`config.mk`:
```
export PLATFORM = sky130hd
export DESIGN_NAME = aha_clk_gate_sequencer
export DESIGN_NICKNAME = d
export VERILOG_FILES = /design/src/rtl/aha_clk_gate_sequencer.sv
export SDC_FILE = /design/constraint.sdc
export NUM_CORES = 1
export LEC_CHECK = 0
export BUFFER_PORTS_ARGS = -buffer_cell sky130_fd_sc_hd__buf_2
export CORE_MARGIN = 2
export CORE_UTILIZATION = 44
export DETAILED_ROUTE_END_ITERATION = 8
export GPL_TIMING_DRIVEN = 0
export PLACE_DENSITY_LB_ADDON = 0.25
export SLEW_MARGIN = 20
export SYNTH_ARGS = -nofsm -noshare
export SYNTH_HDL_FRONTEND = slang
export SYNTH_SLANG_ARGS = --single-unit
```
`constraint.sdc`:
```
create_clock -name CLK -period 8.73 [get_ports CLK]
set_input_delay 1.746 -clock CLK [delete_from_list [all_inputs] [get_ports CLK]]
set_output_delay 1.746 -clock CLK [all_outputs]
set_load 0.02 [all_outputs]
```
`src/rtl/aha_clk_gate_sequencer.sv`:
```
// Per-channel clock-gate sequencer: filters PMU gate requests, runs a Q-channel
// quiescence handshake with each peripheral and drives the ICG enables.
module aha_clk_gate_ch #(
  parameter int HOLD_CYCLES = 4,
  parameter int CNT_W       = 4
) (
  input  logic clk,
  input  logic rst,
  input  logic req_i,
  input  logic qacceptn_i,
  input  logic qdeny_i,
  input  logic deny_clr_i,
  output logic qreqn_o,
  output logic gate_en_o,
  output logic deny_seen_o
);
  localparam logic [CNT_W-1:0] HOLD = CNT_W'(HOLD_CYCLES);

  typedef enum logic [2:0] {
    RUN   = 3'd0,
    REQ   = 3'd1,
    GATED = 3'd2,
    EXIT  = 3'd3,
    WAKE  = 3'd4,
    DENY  = 3'd5
  } state_e;

  state_e           state_q;
  logic [CNT_W-1:0] cnt_q;
  logic             qreqn_q, gate_en_q, deny_seen_q;
  logic             deny_set;

  // A deny arriving on the same edge as a clear must stay visible.
  assign deny_set = (state_q == REQ) && qacceptn_i && qdeny_i;

  always_ff @(posedge clk or posedge rst) begin
    if (rst) begin
      state_q     <= RUN;
      cnt_q       <= '0;
      qreqn_q     <= 1'b1;
      gate_en_q   <= 1'b0;
      deny_seen_q <= 1'b0;
    end else begin
      deny_seen_q <= deny_set | (deny_seen_q & ~deny_clr_i);
      case (state_q)
        RUN: begin
          if (!req_i)
            cnt_q <= '0;
          else if (cnt_q != HOLD)
            cnt_q <= cnt_q + CNT_W'(1);
          else begin
            state_q <= REQ;
            qreqn_q <= 1'b0;
          end
        end
        REQ: begin
          // Accept wins over a simultaneous deny; req_i is ignored here.
          if (!qacceptn_i) begin
            state_q   <= GATED;
            gate_en_q <= 1'b1;
          end else if (qdeny_i) begin
            state_q <= DENY;
            qreqn_q <= 1'b1;
          end
        end
        GATED: begin
          if (!req_i) begin
            state_q   <= EXIT;
            gate_en_q <= 1'b0;
          end
        end
        EXIT: begin
          // Clock already running for one edge before QREQn is released.
          state_q <= WAKE;
          qreqn_q <= 1'b1;
        end
        WAKE: begin
          if (qacceptn_i) begin
            state_q <= RUN;
            cnt_q   <= '0;
          end
        end
        DENY: begin
          if (!qdeny_i) begin
            state_q <= RUN;
            cnt_q   <= '0;
          end
        end
        default: begin
          state_q   <= RUN;
          cnt_q     <= '0;
          qreqn_q   <= 1'b1;
          gate_en_q <= 1'b0;
        end
      endcase
    end
  end

  assign qreqn_o     = qreqn_q;
  assign gate_en_o   = gate_en_q;
  assign deny_seen_o = deny_seen_q;
endmodule

module aha_clk_gate_sequencer #(
  parameter int NUM_CH      = 13,
  parameter int HOLD_CYCLES = 4,
  parameter int CNT_W       = 4
) (
  input  logic              CLK,
  input  logic              RESET,
  input  logic              CG_DISABLE,
  input  logic [NUM_CH-1:0] GATE_REQ,
  input  logic [NUM_CH-1:0] QACCEPTn,
  input  logic [NUM_CH-1:0] QDENY,
  output logic [NUM_CH-1:0] QREQn,
  output logic [NUM_CH-1:0] GATE_EN,
  output logic [NUM_CH-1:0] DENY_SEEN,
  input  logic [NUM_CH-1:0] DENY_CLR
);
  logic [NUM_CH-1:0] req;

  assign req = GATE_REQ & {NUM_CH{~CG_DISABLE}};

  for (genvar i = 0; i < NUM_CH; i++) begin : g_ch
    aha_clk_gate_ch #(
      .HOLD_CYCLES (HOLD_CYCLES),
      .CNT_W       (CNT_W)
    ) u_ch (
      .clk         (CLK),
      .rst         (RESET),
      .req_i       (req[i]),
      .qacceptn_i  (QACCEPTn[i]),
      .qdeny_i     (QDENY[i]),
      .deny_clr_i  (DENY_CLR[i]),
      .qreqn_o     (QREQn[i]),
      .gate_en_o   (GATE_EN[i]),
      .deny_seen_o (DENY_SEEN[i])
    );
  end
endmodule

```
### After elaboration in Yosys (flattened, before gate mapping)

Index checks and enable logic that the tools add are counted.

* bitwise operators: 80
* add/subtract/negate cells: 13
* equality and inequality tests: 208
* reduce and logical (&&, ||, !) cells: 130
* mux-type cells: 273

Operators by type and width (number)
* 2-to-1 mux 3 bit: 91
* one-hot mux 3 bit (6 select lines): 13
* 2-to-1 mux 4 bit: 52
* != test 2 bit, second input constant: 104
* one-hot mux 4 bit (4 select lines): 13
* == test 3 x 2 -> 1 bit, second input constant: 26
* == test 3 bit, second input constant: 26
* 2-to-1 mux 1 bit: 78
* one-hot mux 1 bit (3 select lines): 26
* AND reduction 6 bit: 13
* OR reduction 3 bit: 26
* AND reduction 5 bit: 13
* inverter 1 bit: 53
* adder 4 x 1 -> 4 bit, second input constant: 13
* != test 4 x 3 -> 1 bit, second input constant: 13
* AND reduction 4 bit: 13
* OR reduction 4 bit: 13
* == test 3 x 1 -> 1 bit, second input constant: 13
* logical NOT 3 bit: 13
* != test 3 x 2 -> 1 bit, second input constant: 13
* != test 3 bit, second input constant: 13
* AND reduction 3 bit: 13
* logical AND 1 bit: 26
* AND 1 bit: 13
* 2 further kinds: 14

* input port bits: 55
* word-level logic and storage cells: 769
* output and inout bits: 39
* bits in registers: 130

### Logic depth before layout (Yosys ltp)

Gate-level depths: netlist of run 1.

* word-level depth: 4
* depth in mapped cells: 7
* depth with buffers taken out: 6

### Hierarchy

From an unflattened synthesis of run 1, not the netlist that was laid out.

* cells, all modules: 836
* area total of the unflattened synthesis: 8045.2 µm²

By module, submodules not included
* aha_clk_gate_ch at g_ch[0].u_ch ...: area an instance 609.3 µm², seq. area each 251.5 µm², cells each 63, times used 10
* aha_clk_gate_ch at g_ch[7].u_ch ...: area an instance 605.6 µm², seq. area each 251.5 µm², cells each 64, times used 3
* aha_clk_gate_sequencer: area an instance 135.1 µm², seq. area each 0.0 µm², cells each 14, times used 1

### Worst setup path after synthesis of run 1

No wires, ideal clock.

* path kind: input port to flip-flop
* start: input GATE_REQ[9]
* end: register g_ch[9].u_ch.cnt_q[2]
* setup time: 126 ps
* stages: 4
* setup slack: 5942 ps
* buffers on the path: 0
* arrival time: 2662 ps
* path through: or2b_1 > nor2b_1 > o31a_1 > a221o_1

* cells in the longest elaborated chain, start to end: 3
* elaborated cells on any way between the ends: 5

RTL lines
* start: declaration: RTL line 112 `input logic [NUM_CH-1:0] GATE_REQ,`
* AND 13 bit *: RTL line 122 `assign req = GATE_REQ & {NUM_CH{~CG_DISABLE}};`
* != test 3 x 2 -> 1 bit (no line) or 2-to-1 mux 4 bit (tied branches)
* AND reduction 4 bit (no line) or one-hot mux 4 bit (4 select lines) (tied branches)
* end signal: assignment: RTL line 50 `cnt_q <= cnt_q + CNT_W'(1);`
* end: declaration: RTL line 29 `logic [CNT_W-1:0] cnt_q;`

Mark *: on every way between the ends. The rest lies on a longest branch, timed or not.
A chain may end at the register's enable or synchronous reset.

### Final worst setup path of run 1

* start: register g_ch[2].u_ch.qreqn_q
* end: output QREQn[2]

RTL lines
* start: declaration: RTL line 30 `logic qreqn_q, gate_en_q, deny_seen_q;`
* start signal: assignment: RTL line 40 `qreqn_q <= 1'b1;`
* start signal: assignment: RTL line 53 `qreqn_q <= 1'b0;`
* start signal: assignment: RTL line 63 `qreqn_q <= 1'b1;`
* end: declaration: RTL line 115 `output logic [NUM_CH-1:0] QREQn,`

No word-level cell between the ends.

==> qor.yml, run 1 <==
place:
  place_area_mm2: 0.00853
  dp_cells: 1177
  place_congestion: 0.807
  dp_hpwl_mm: 10.8
  port_buffers: 93
setup_path:
  startpoint: "g_ch[2].u_ch.qreqn_o"
  crit_path_end_kind: "primary output"
  critPathKind: "reg -> out"
  startpoint_type: "flip-flop"
  cp_cell_sequence: "buf_4 -> buf_2"
  critical_path.max_fanout: 3
  arrival_ns: 1.21
  critPathSlowestCell: "dfstp_2"
  cp_top_family: "flip-flops"
  slowest_delay_ns: 0.55
  crit_buf_inv: 2
  critical_path_required_ns: 6.98
  reg2reg_from: "g_ch[9].u_ch.cnt_q[0]"
  rrSetupSlack_ns: 6.98
final_layout:
  stdcell_count: 1208
  fillers: 1633
  n_antenna_cell: 0
  regArea_mm2: 0.00327
  layout_common_cells: "dfrtp_1 (117), buf_2 (95), nor2_1 (75), inv_1 (71), a21oi_1 (50)"
  multi_input_area_mm2: 0.00377
  num-nets-final: 1052
  drive_gt1_share_pct: 20.5
  final_common_cell: "dfrtp_1"
  final_cell_area_mm2: 0.00916
  area_growth_pct: 18.3
routing:
  drtIter0Drc: 346
  via_count: 6367
  ant_nets: 0
  drcViolationCount: 0
  finalWirelength_mm: 15.5
  via_per_inst: 5.27
  detail_route.wl_per_cell_um: 12.9
  drt_pass1_iterations: 4
floorplanning:
  io_pins: 94
  dieHeight_um: 137
  rows: 48
  core_area_mm2: 0.0172
  die-area_mm2: 0.0187
  initial_core_util_pct: 44.9
  die_w_um: 137
clock_tree:
  postCtsResizedCells: 0
  clkTransAtPathRegs_ns: 0.06
  postCtsSetupRepairBufs: 0
  cts_tree: "yes"
  cts_hold_buffers: 0
  htreeDepth: 4
  cts_buffer_depth: 2
  root_buffer: "clkbuf_16"
  numClockSinks: 130
  clkLatencyLatePin_ns: 0.42
  numCtsBuffers: 17
logic_synthesis:
  synth_top_area_share_pct: 37.8
  synthArstFlopShare_pct: 100
  yosys-top-cells-area: "dfrtp_1 (38%), dfstp_2 (4.4%), ha_1 (4.2%), buf_4 (3.8%), nor2_1 (3.6%)"
  ys_seq_elements: 130
  yosysWarnings: 0
  synthesis.nets: 939
  syn_inst: 858
  ys.flop_type: "dfrtp_1"
  syn-cell-area_mm2: 0.00774
  ys_seq_area_share_pct: 42.2
  synth_area_leader_cell: "dfrtp_1"
  avgSynthCellArea_um2: 9.03
  yosysUniqueCellTypes: 71
  synth_edf_count: 0
global_routing:
  grt_start_max_net_pins: 98
  grt_antenna_before_repair: 0
  grt_usage_pct: 17.4
  overflow: 0
  grt_pass1_vias: 5812
  grt_first_pass_wirelength_mm: 26.5
timing:
  worst_pin_slew_ns: 0.686
  slew_violations: 0
  post-route-period-util_pct: 33.9
  timing.fmax_ghz: 0.338
  rsz0062_at_grt: "no"
  tns_ns: 0
  min_period_ns: 2.96
  finalClockSkew_ns: 0.0100
  finalHoldViolations: 0
  relSlewSlack_pct: 53.8
  setup_viol: 0
job:
  maxCapViolations: 0
hold_path:
  hp-start: "g_ch[5].u_ch.cnt_q[3]"
  hold_class: "reg -> reg"
power:
  p_leak_nw: 4.22
  peakVddDrop_mv: 0.162
  power.density_mw_per_mm2: 316
outcome:
  status: "completed"
## flip-flops by register name, summed over array words and instances (netlist names)
| register | count |
|---|---|
| g_ch.u_ch.gate_en_o | 13 |
| g_ch.u_ch.deny_seen_o | 13 |
| g_ch.u_ch.qreqn_o | 13 |
| g_ch.u_ch.state_q | 39 |
| g_ch.u_ch.cnt_q | 52 |
## layout make-up
cell class	instances	area share (%)
plain buffers	74	4.74
multi-input cells	582	41.1
clock buffers	22	5.28
clock inverters	9	1.67
well taps	225	3.07
flip-flops and latches	130	35.7
repair buffers	94	5.38
inverters	72	3.03
## logic make-up after synthesis
logic type | share of synthesized area, %
xor+xnor | 0.226
buf+inv | 9.10
mux | 3.12
compound gates | 20.7
flops | 42.2
simple gates | 20.5
fa+ha+maj | 4.20
## Yosys cell counts (10+ instances only)
| master | instances |
|---|---|
| a21oi_1 | 50 |
| a22o_1 | 11 |
| a31oi_1 | 11 |
| buf_4 | 39 |
| clkbuf_1 | 32 |
| dfrtp_1 | 117 |
| dfstp_2 | 13 |
| ha_1 | 26 |
| inv_1 | 72 |
| mux2i_1 | 14 |
| nand2_1 | 45 |
| nand2b_1 | 26 |
| nand3_1 | 25 |
| nand3b_1 | 10 |
| nor2_1 | 75 |
| nor2b_1 | 41 |
| nor3_1 | 27 |
| o21ai_0 | 39 |
| o22ai_1 | 17 |
| o32ai_1 | 12 |
## worst register-to-register path: stages (launching register included)
cell	delay, ns
dfrtp_1	0.37
inv_1	0.07
ha_1	0.19
and3b_1	0.19
nor2b_1	0.14
o31a_1	0.33
a221o_1	0.35
## where the power goes
part / internal (mW) / total (mW) / switching, mW
combinational: 0.506 / 1.19 / 0.683
clock: 0.506 / 0.767 / 0.261
sequential: 0.802 / 0.940 / 0.138
total: 1.81 / 2.90 / 1.08
## final timing paths
check | to | cells past startpoint
max in group asynchronous | g_ch[7].u_ch.qreqn_o | 3
worst min-delay path | g_ch[5].u_ch.cnt_q[3] | 1
min in group asynchronous | g_ch[12].u_ch.state_q[2] | 2
worst max register to register | g_ch[9].u_ch.cnt_q[2] | 6
worst min register to register | g_ch[5].u_ch.cnt_q[3] | 1
worst max-delay path | QREQn[2] | 2
## stage by stage
step           total power, mW  setup WS (ns)  utilization, %  hold WS (ns)
3_5_place_dp              2.14           5.42            49.5         0.477
4_1_cts                   2.92           5.75            53.2         0.485
2_1_floorplan             1.87           3.54               -         0.443
6_report                  2.90           5.77            53.2         0.475
5_1_grt                   3.13           5.70            53.2         0.516
3_3_place_gp              2.11           1.69            49.3         0.463
## layer usage
metal / vias to the layer above / share of wire [%] / track usage, %
li1: 3253 / - / -
met1: 3010 / 50 / 23.9
met2: 94 / 45 / 27.2
met3: 10 / 3.8 / 4.48
met4: 0 / 1.0 / 4.98
met5: - / 0 / 0
Note: power is estimated with default switching activity, not from simulation.
==> run 2, diff against run 1 <==
Clock period 8.73 ns to 2.83 ns, I/O delays scaled along.
==> run 2 against run 1 <==
Compared with the run above: utilization rose by 0.34 points; largest cell class unchanged; via count up 0.86%; cell count increased by 0.33%; first-iteration DRC count fell by 14%; die area is the same; largest power group unchanged; cell area up 0.64%; routed wire length increased by 2.3%; sequential share of layout area shrank 0.23 points; combinational power grew to 3.1 times the previous value; total power grew to 3.1 times the previous value; setup slack got worse by 4.7 ns; highest routed layer unchanged; flip-flop and latch count unchanged.
==> qor.yml, run 2 (synthesis gave the netlist of run 1 again) <==
outcome:
  status: "completed"
final_layout:
  reg_top3: "g_ch.u_ch.cnt_q: 52 flops, g_ch.u_ch.state_q: 39 flops"
  largest_register: "g_ch.u_ch.cnt_q"
  stdcell_count: 1212
  final_common_cell: "dfrtp_1"
  drive_gt1_share_pct: 21.0
  num-nets-final: 1055
  layout_common_cells: "dfrtp_1 (117), buf_2 (95), nor2_1 (75), inv_1 (71), a21oi_1 (50)"
  area_growth_pct: 19.1
  largest_register_ffs: 52
  n_antenna_cell: 0
power:
  finalPower_mw: 8.97
  peakVddDrop_mv: 0.558
  p_leak_nw: 4.23
  seqPwrFrac_pct: 32.4
  p_sw_share_pct: 37.7
  pwr-share-comb_pct: 41.1
  pwr-share-clk_pct: 26.5
  power.internal_mw: 5.58
  power_switching_mw: 3.38
  power.density_mw_per_mm2: 972
clock_tree:
  cts_buffer_depth: 2
  clkTransAtPathRegs_ns: 0.06
  cts_tree: "yes"
  root_buffer: "clkbuf_16"
  numClockSinks: 130
  postCtsResizedCells: 0
  numCtsBuffers: 17
  cts_hold_buffers: 0
  clkLatencyLatePin_ns: 0.42
  postCtsSetupRepairBufs: 0
  htreeDepth: 4
timing:
  hold_ws_ns: 0.178
  rsz0062_at_grt: "no"
  relSlewSlack_pct: 48.5
  finalClockSkew_ns: 0.00731
  finalHoldViolations: 0
  worst_pin_slew_ns: 0.766
  post-route-period-util_pct: 63.3
  setup_ws_ns: 1.04
  slew_violations: 0
  timing.fmax_ghz: 0.558
  min_period_ns: 1.79
  setup_viol: 0
place:
  dpl_worst_slack_ns: 0.645
  place_congestion: 0.798
  dp_cells: 1180
  port_buffers: 93
  dp_hpwl_mm: 11.2
global_routing:
  grt_first_pass_wirelength_mm: 26.9
  grt_pass1_vias: 5944
  grt_usage_pct: 17.8
  grt_start_max_net_pins: 32
  grt_antenna_before_repair: 0
  overflow: 0
hold_path:
  hold_class: "in -> async"
routing:
  detail_route.wl_per_cell_um: 13.1
  ant_nets: 0
  drtIter0Drc: 297
  via_count: 6422
  drt_pass1_iterations: 5
  via_per_inst: 5.30
  finalWirelength_mm: 15.9
  drcViolationCount: 0
setup_path:
  r2r_cells: 6
  arrival_ns: 1.22
  startpoint_type: "flip-flop"
  slowest_delay_ns: 0.55
  critPathSlowestCell: "dfstp_2"
  critPathKind: "reg -> out"
  cp_cell_sequence: "buf_4 -> buf_2"
  critical_path_required_ns: 2.26
  critical_path.max_fanout: 3
  crit_path_end_kind: "primary output"
floorplanning:
  die-area_mm2: 0.0187
  core_area_mm2: 0.0172
  rows: 48
  die_w_um: 137
  dieHeight_um: 137
  initial_core_util_pct: 44.9
  io_pins: 94
job:
  maxCapViolations: 0
-- run 2: cell count changes in the layout (fill, tap and decap cells not counted), sizes merged --
cell,before,now
inv,72,71
clkinvlp,3,6
clkinv,2,3
clkbuf,54,52
buf,136,139
-- run 2: worst max-delay path: cells and delay by family (launching register included) --
family / cells / cell delay (ns)
flops: 1 / 0.55
buf+inv: 2 / 0.26
-- run 2: stage by stage --
stage / utilization (%) / TNS, ns / area (um^2)
after floorplan: - / 0 / 7750
after global placement: 49.3 / -38.27 / 8490
after detailed placement: 49.7 / 0 / 8570
after CTS: 53.5 / 0 / 9220
after global routing: 53.5 / 0 / 9220
final: 53.5 / 0 / 9220
-- run 2: cell type report --
cell class / instances / area, um^2
buffer: 74 / 434
clock inverter: 12 / 180
timing repair buffer: 97 / 546
fill: 1608 / 8020
sequential: 130 / 3270
multi-input combinational: 582 / 3770
inverter: 72 / 274
clock buffer: 20 / 467
tap: 225 / 282
-- run 2: worst paths after layout --
kind	startpoint	endpoint	slack, ns
worst max-delay path	g_ch[10].u_ch.qreqn_o	QREQn[10]	1.04
worst min-delay path	RESET	g_ch[1].u_ch.state_q[0]	0.18
worst max register to register	g_ch[9].u_ch.cnt_q[0]	g_ch[9].u_ch.cnt_q[2]	1.08
worst min register to register	g_ch[5].u_ch.cnt_q[3]	g_ch[5].u_ch.cnt_q[3]	0.48
max in group asynchronous	RESET	g_ch[11].u_ch.qreqn_o	1.64
min in group CLK	DENY_CLR[12]	g_ch[12].u_ch.deny_seen_o	0.32
-- run 2: routing by layer --
metal / share of wire (%) / global-route usage (%)
met1: 48 / 23.9
met2: 46 / 28.3
met3: 4.5 / 4.85
met4: 1.0 / 4.63
met5: 0 / 0
-- run 2: power groups by stage --
stage               logic, mW  clock network (mW)  registers [mW]
global placement         3.61                   0            2.91
CTS                      3.70                2.45            2.90
finish                   3.68                2.38            2.91
detailed placement       3.67                   0            2.93
floorplan                2.94                   0            2.82
global route             4.15                2.54            2.99
==> run 3, diff against run 2 <==
Settings changed: ABC_AREA set to 1.
Clock period 2.83 ns to 1.75 ns, I/O delays scaled along.
==> run 3 against run 2 <==
Compared with the run above: first-iteration DRC count down 1.7%; cell count rose by 28%; global-route usage shrank 0.52 points; count of clock-buffer cells in the layout up 3; non-clock buffer count fell by 32; routed wire length rose by 4.3%; sequential share of layout area down 2.2 points; setup slack lost 0.85 ns; via count increased by 16%; synthesized cell count up 39%; largest cell class unchanged; clock power is 45% higher.
==> qor.yml, run 3 <==
logic_synthesis:
  synthArstFlopShare_pct: 100
  syn-cell-area_mm2: 0.00840
  synth_top_area_share_pct: 34.8
  ys.flop_type: "dfrtp_1"
  yosys-top-cells-area: "dfrtp_1 (35%), nand2_1 (16%), inv_1 (7.6%), nand3_1 (5.3%), nor2_1 (4.9%)"
  synth_area_leader_cell: "dfrtp_1"
  synth_most_common_cell: "nand2_1"
  synth_edf_count: 0
  avgSynthCellArea_um2: 7.07
  yosysWarnings: 0
  yosysUniqueCellTypes: 37
  ys_seq_area_share_pct: 38.9
  syn_inst: 1189
  synth_common_cells: "nand2_1 (363), inv_1 (171), dfrtp_1 (117)"
  synthesis.nets: 1270
  ys_seq_elements: 130
power:
  finalPower_mw: 15.0
  p_sw_share_pct: 43.2
  power.density_mw_per_mm2: 1520
  p_leak_nw: 5.40
  power_switching_mw: 6.46
  peakVddDrop_mv: 0.660
  seqPwrFrac_pct: 31.8
  pwr-share-comb_pct: 45.1
  pwr-share-clk_pct: 23.1
  power.internal_mw: 8.50
timing:
  setup_viol: 0
  relSlewSlack_pct: 57.8
  slew_violations: 0
  finalClockSkew_ns: 0.00906
  hold_ws_ns: 0.0139
  rsz0062_at_grt: "no"
  min_period_ns: 1.56
  post-route-period-util_pct: 89.0
  worst_pin_slew_ns: 0.631
  finalHoldViolations: 0
  timing.fmax_ghz: 0.642
setup_path:
  critical_path_required_ns: 1.40
  critical_path.max_fanout: 2
  rrSetupSlack_ns: 0.27
  startpoint_type: "flip-flop"
  arrival_ns: 1.21
  r2r_cells: 9
  crit_path_end_kind: "primary output"
  critPathKind: "reg -> out"
  reg2reg_from: "g_ch[7].u_ch.cnt_q[0]"
  startpoint: "g_ch[2].u_ch.qreqn_o"
clock_tree:
  root_buffer: "clkbuf_16"
  cts_tree: "yes"
  numCtsBuffers: 17
  postCtsSetupRepairBufs: 0
  cts_hold_buffers: 0
  cts_buffer_depth: 2
  postCtsResizedCells: 0
  numClockSinks: 130
  clkTransAtPathRegs_ns: 0.05
  htreeDepth: 4
  clkLatencyLatePin_ns: 0.42
final_layout:
  largest_register_ffs: 52
  final_common_cell: "nand2_1"
  reg_top3: "g_ch.u_ch.cnt_q: 52 flops, g_ch.u_ch.state_q: 39 flops"
  num-nets-final: 1386
  area_growth_pct: 17.0
  largest_register: "g_ch.u_ch.cnt_q"
  n_antenna_cell: 0
  drive_gt1_share_pct: 18.0
  layout_common_cells: "nand2_1 (363), inv_1 (170), dfrtp_1 (117), nor2_1 (109), buf_2 (94)"
routing:
  via_per_inst: 4.79
  detail_route.wl_per_cell_um: 10.7
  finalWirelength_mm: 16.6
  drt_pass1_iterations: 5
  drtIter0Drc: 292
  drcViolationCount: 0
  via_count: 7434
  ant_nets: 0
job:
  maxCapViolations: 0
floorplanning:
  die-area_mm2: 0.0202
  dieHeight_um: 142
  rows: 50
  die_w_um: 142
  initial_core_util_pct: 44.9
  io_pins: 94
  core_area_mm2: 0.0187
global_routing:
  use_met1_pct: 22.7
  grt_start_max_net_pins: 33
  grt_pass1_vias: 6713
  met3_usage_pct: 3.26
  overflow: 0
  gr-usage-met2_pct: 28.4
  grt_usage_pct: 17.2
  grt.busiest_layer: "met2"
  grt_first_pass_wirelength_mm: 28.9
  grt_antenna_before_repair: 0
place:
  place_congestion: 0.896
  port_buffers: 93
  dp_hpwl_mm: 12.3
outcome:
  status: "completed"
hold_path:
  hold_class: "in -> async"
## run 3: power by group through the flow
stage               combinational [mW]  clock (mW)  sequential (mW)
finish                            6.74        3.46             4.76
global route                      7.86        3.69             4.91
CTS                               6.81        3.56             4.75
detailed placement                6.78           0             4.79
global placement                  6.65           0             4.78
floorplan                         5.45           0             4.59
## run 3: metrics by stage
| step | TNS (ns) | util [%] | setup WS, ns | std cells | cell area, um^2 |
|---|---|---|---|---|---|
| floorplan | -23.24 | - | -0.199 | 1189 | 8410 |
| global placement | -149.84 | 49.0 | -1.22 | 1516 | 9170 |
| detailed placement | 0 | 49.5 | 0.206 | 1520 | 9250 |
| CTS | 0 | 52.5 | 0.163 | 1551 | 9830 |
| global route | 0 | 52.5 | 0.0750 | 1551 | 9830 |
| finish | 0 | 52.5 | 0.193 | 1551 | 9830 |
## run 3: area by class of cell
class	count	area [um^2]
timing repair buffer	97	553
buffer	42	320
clock inverter	8	77.6
clock buffer	23	498
multi-input combinational	838	4140
tap	234	293
sequential	130	3270
fill	1855	8880
inverter	179	676
## run 3: worst max-delay path, stage by stage (launching register included)
cell,delay [ns]
dfstp_2,0.53
buf_4,0.11
buf_2,0.15
## run 3: kinds of logic after synthesis
logic type / count (synthesis) / share of synthesized area (%)
adder cells (fa/ha/maj): 26 / 3.87
buffers and inverters: 221 / 11.8
XOR/XNOR: 20 / 2.08
AND/OR/NAND/NOR: 663 / 35.1
flip-flops: 130 / 38.9
AO/OA/AOI/OAI: 129 / 8.22
## run 3: final timing paths
kind | end
setup / recovery | QREQn[2]
min in group CLK | g_ch[11].u_ch.deny_seen_o
max in group asynchronous | g_ch[2].u_ch.qreqn_o
hold / removal | g_ch[4].u_ch.deny_seen_o
hold reg to reg | g_ch[1].u_ch.qreqn_o
setup reg to reg | g_ch[7].u_ch.state_q[0]
## run 3: per-layer routing
layer	vias to the layer above	wire (um)
li1	3994	-
met1	3303	8110
met2	118	7710
met3	19	499
met4	0	254
met5	-	0
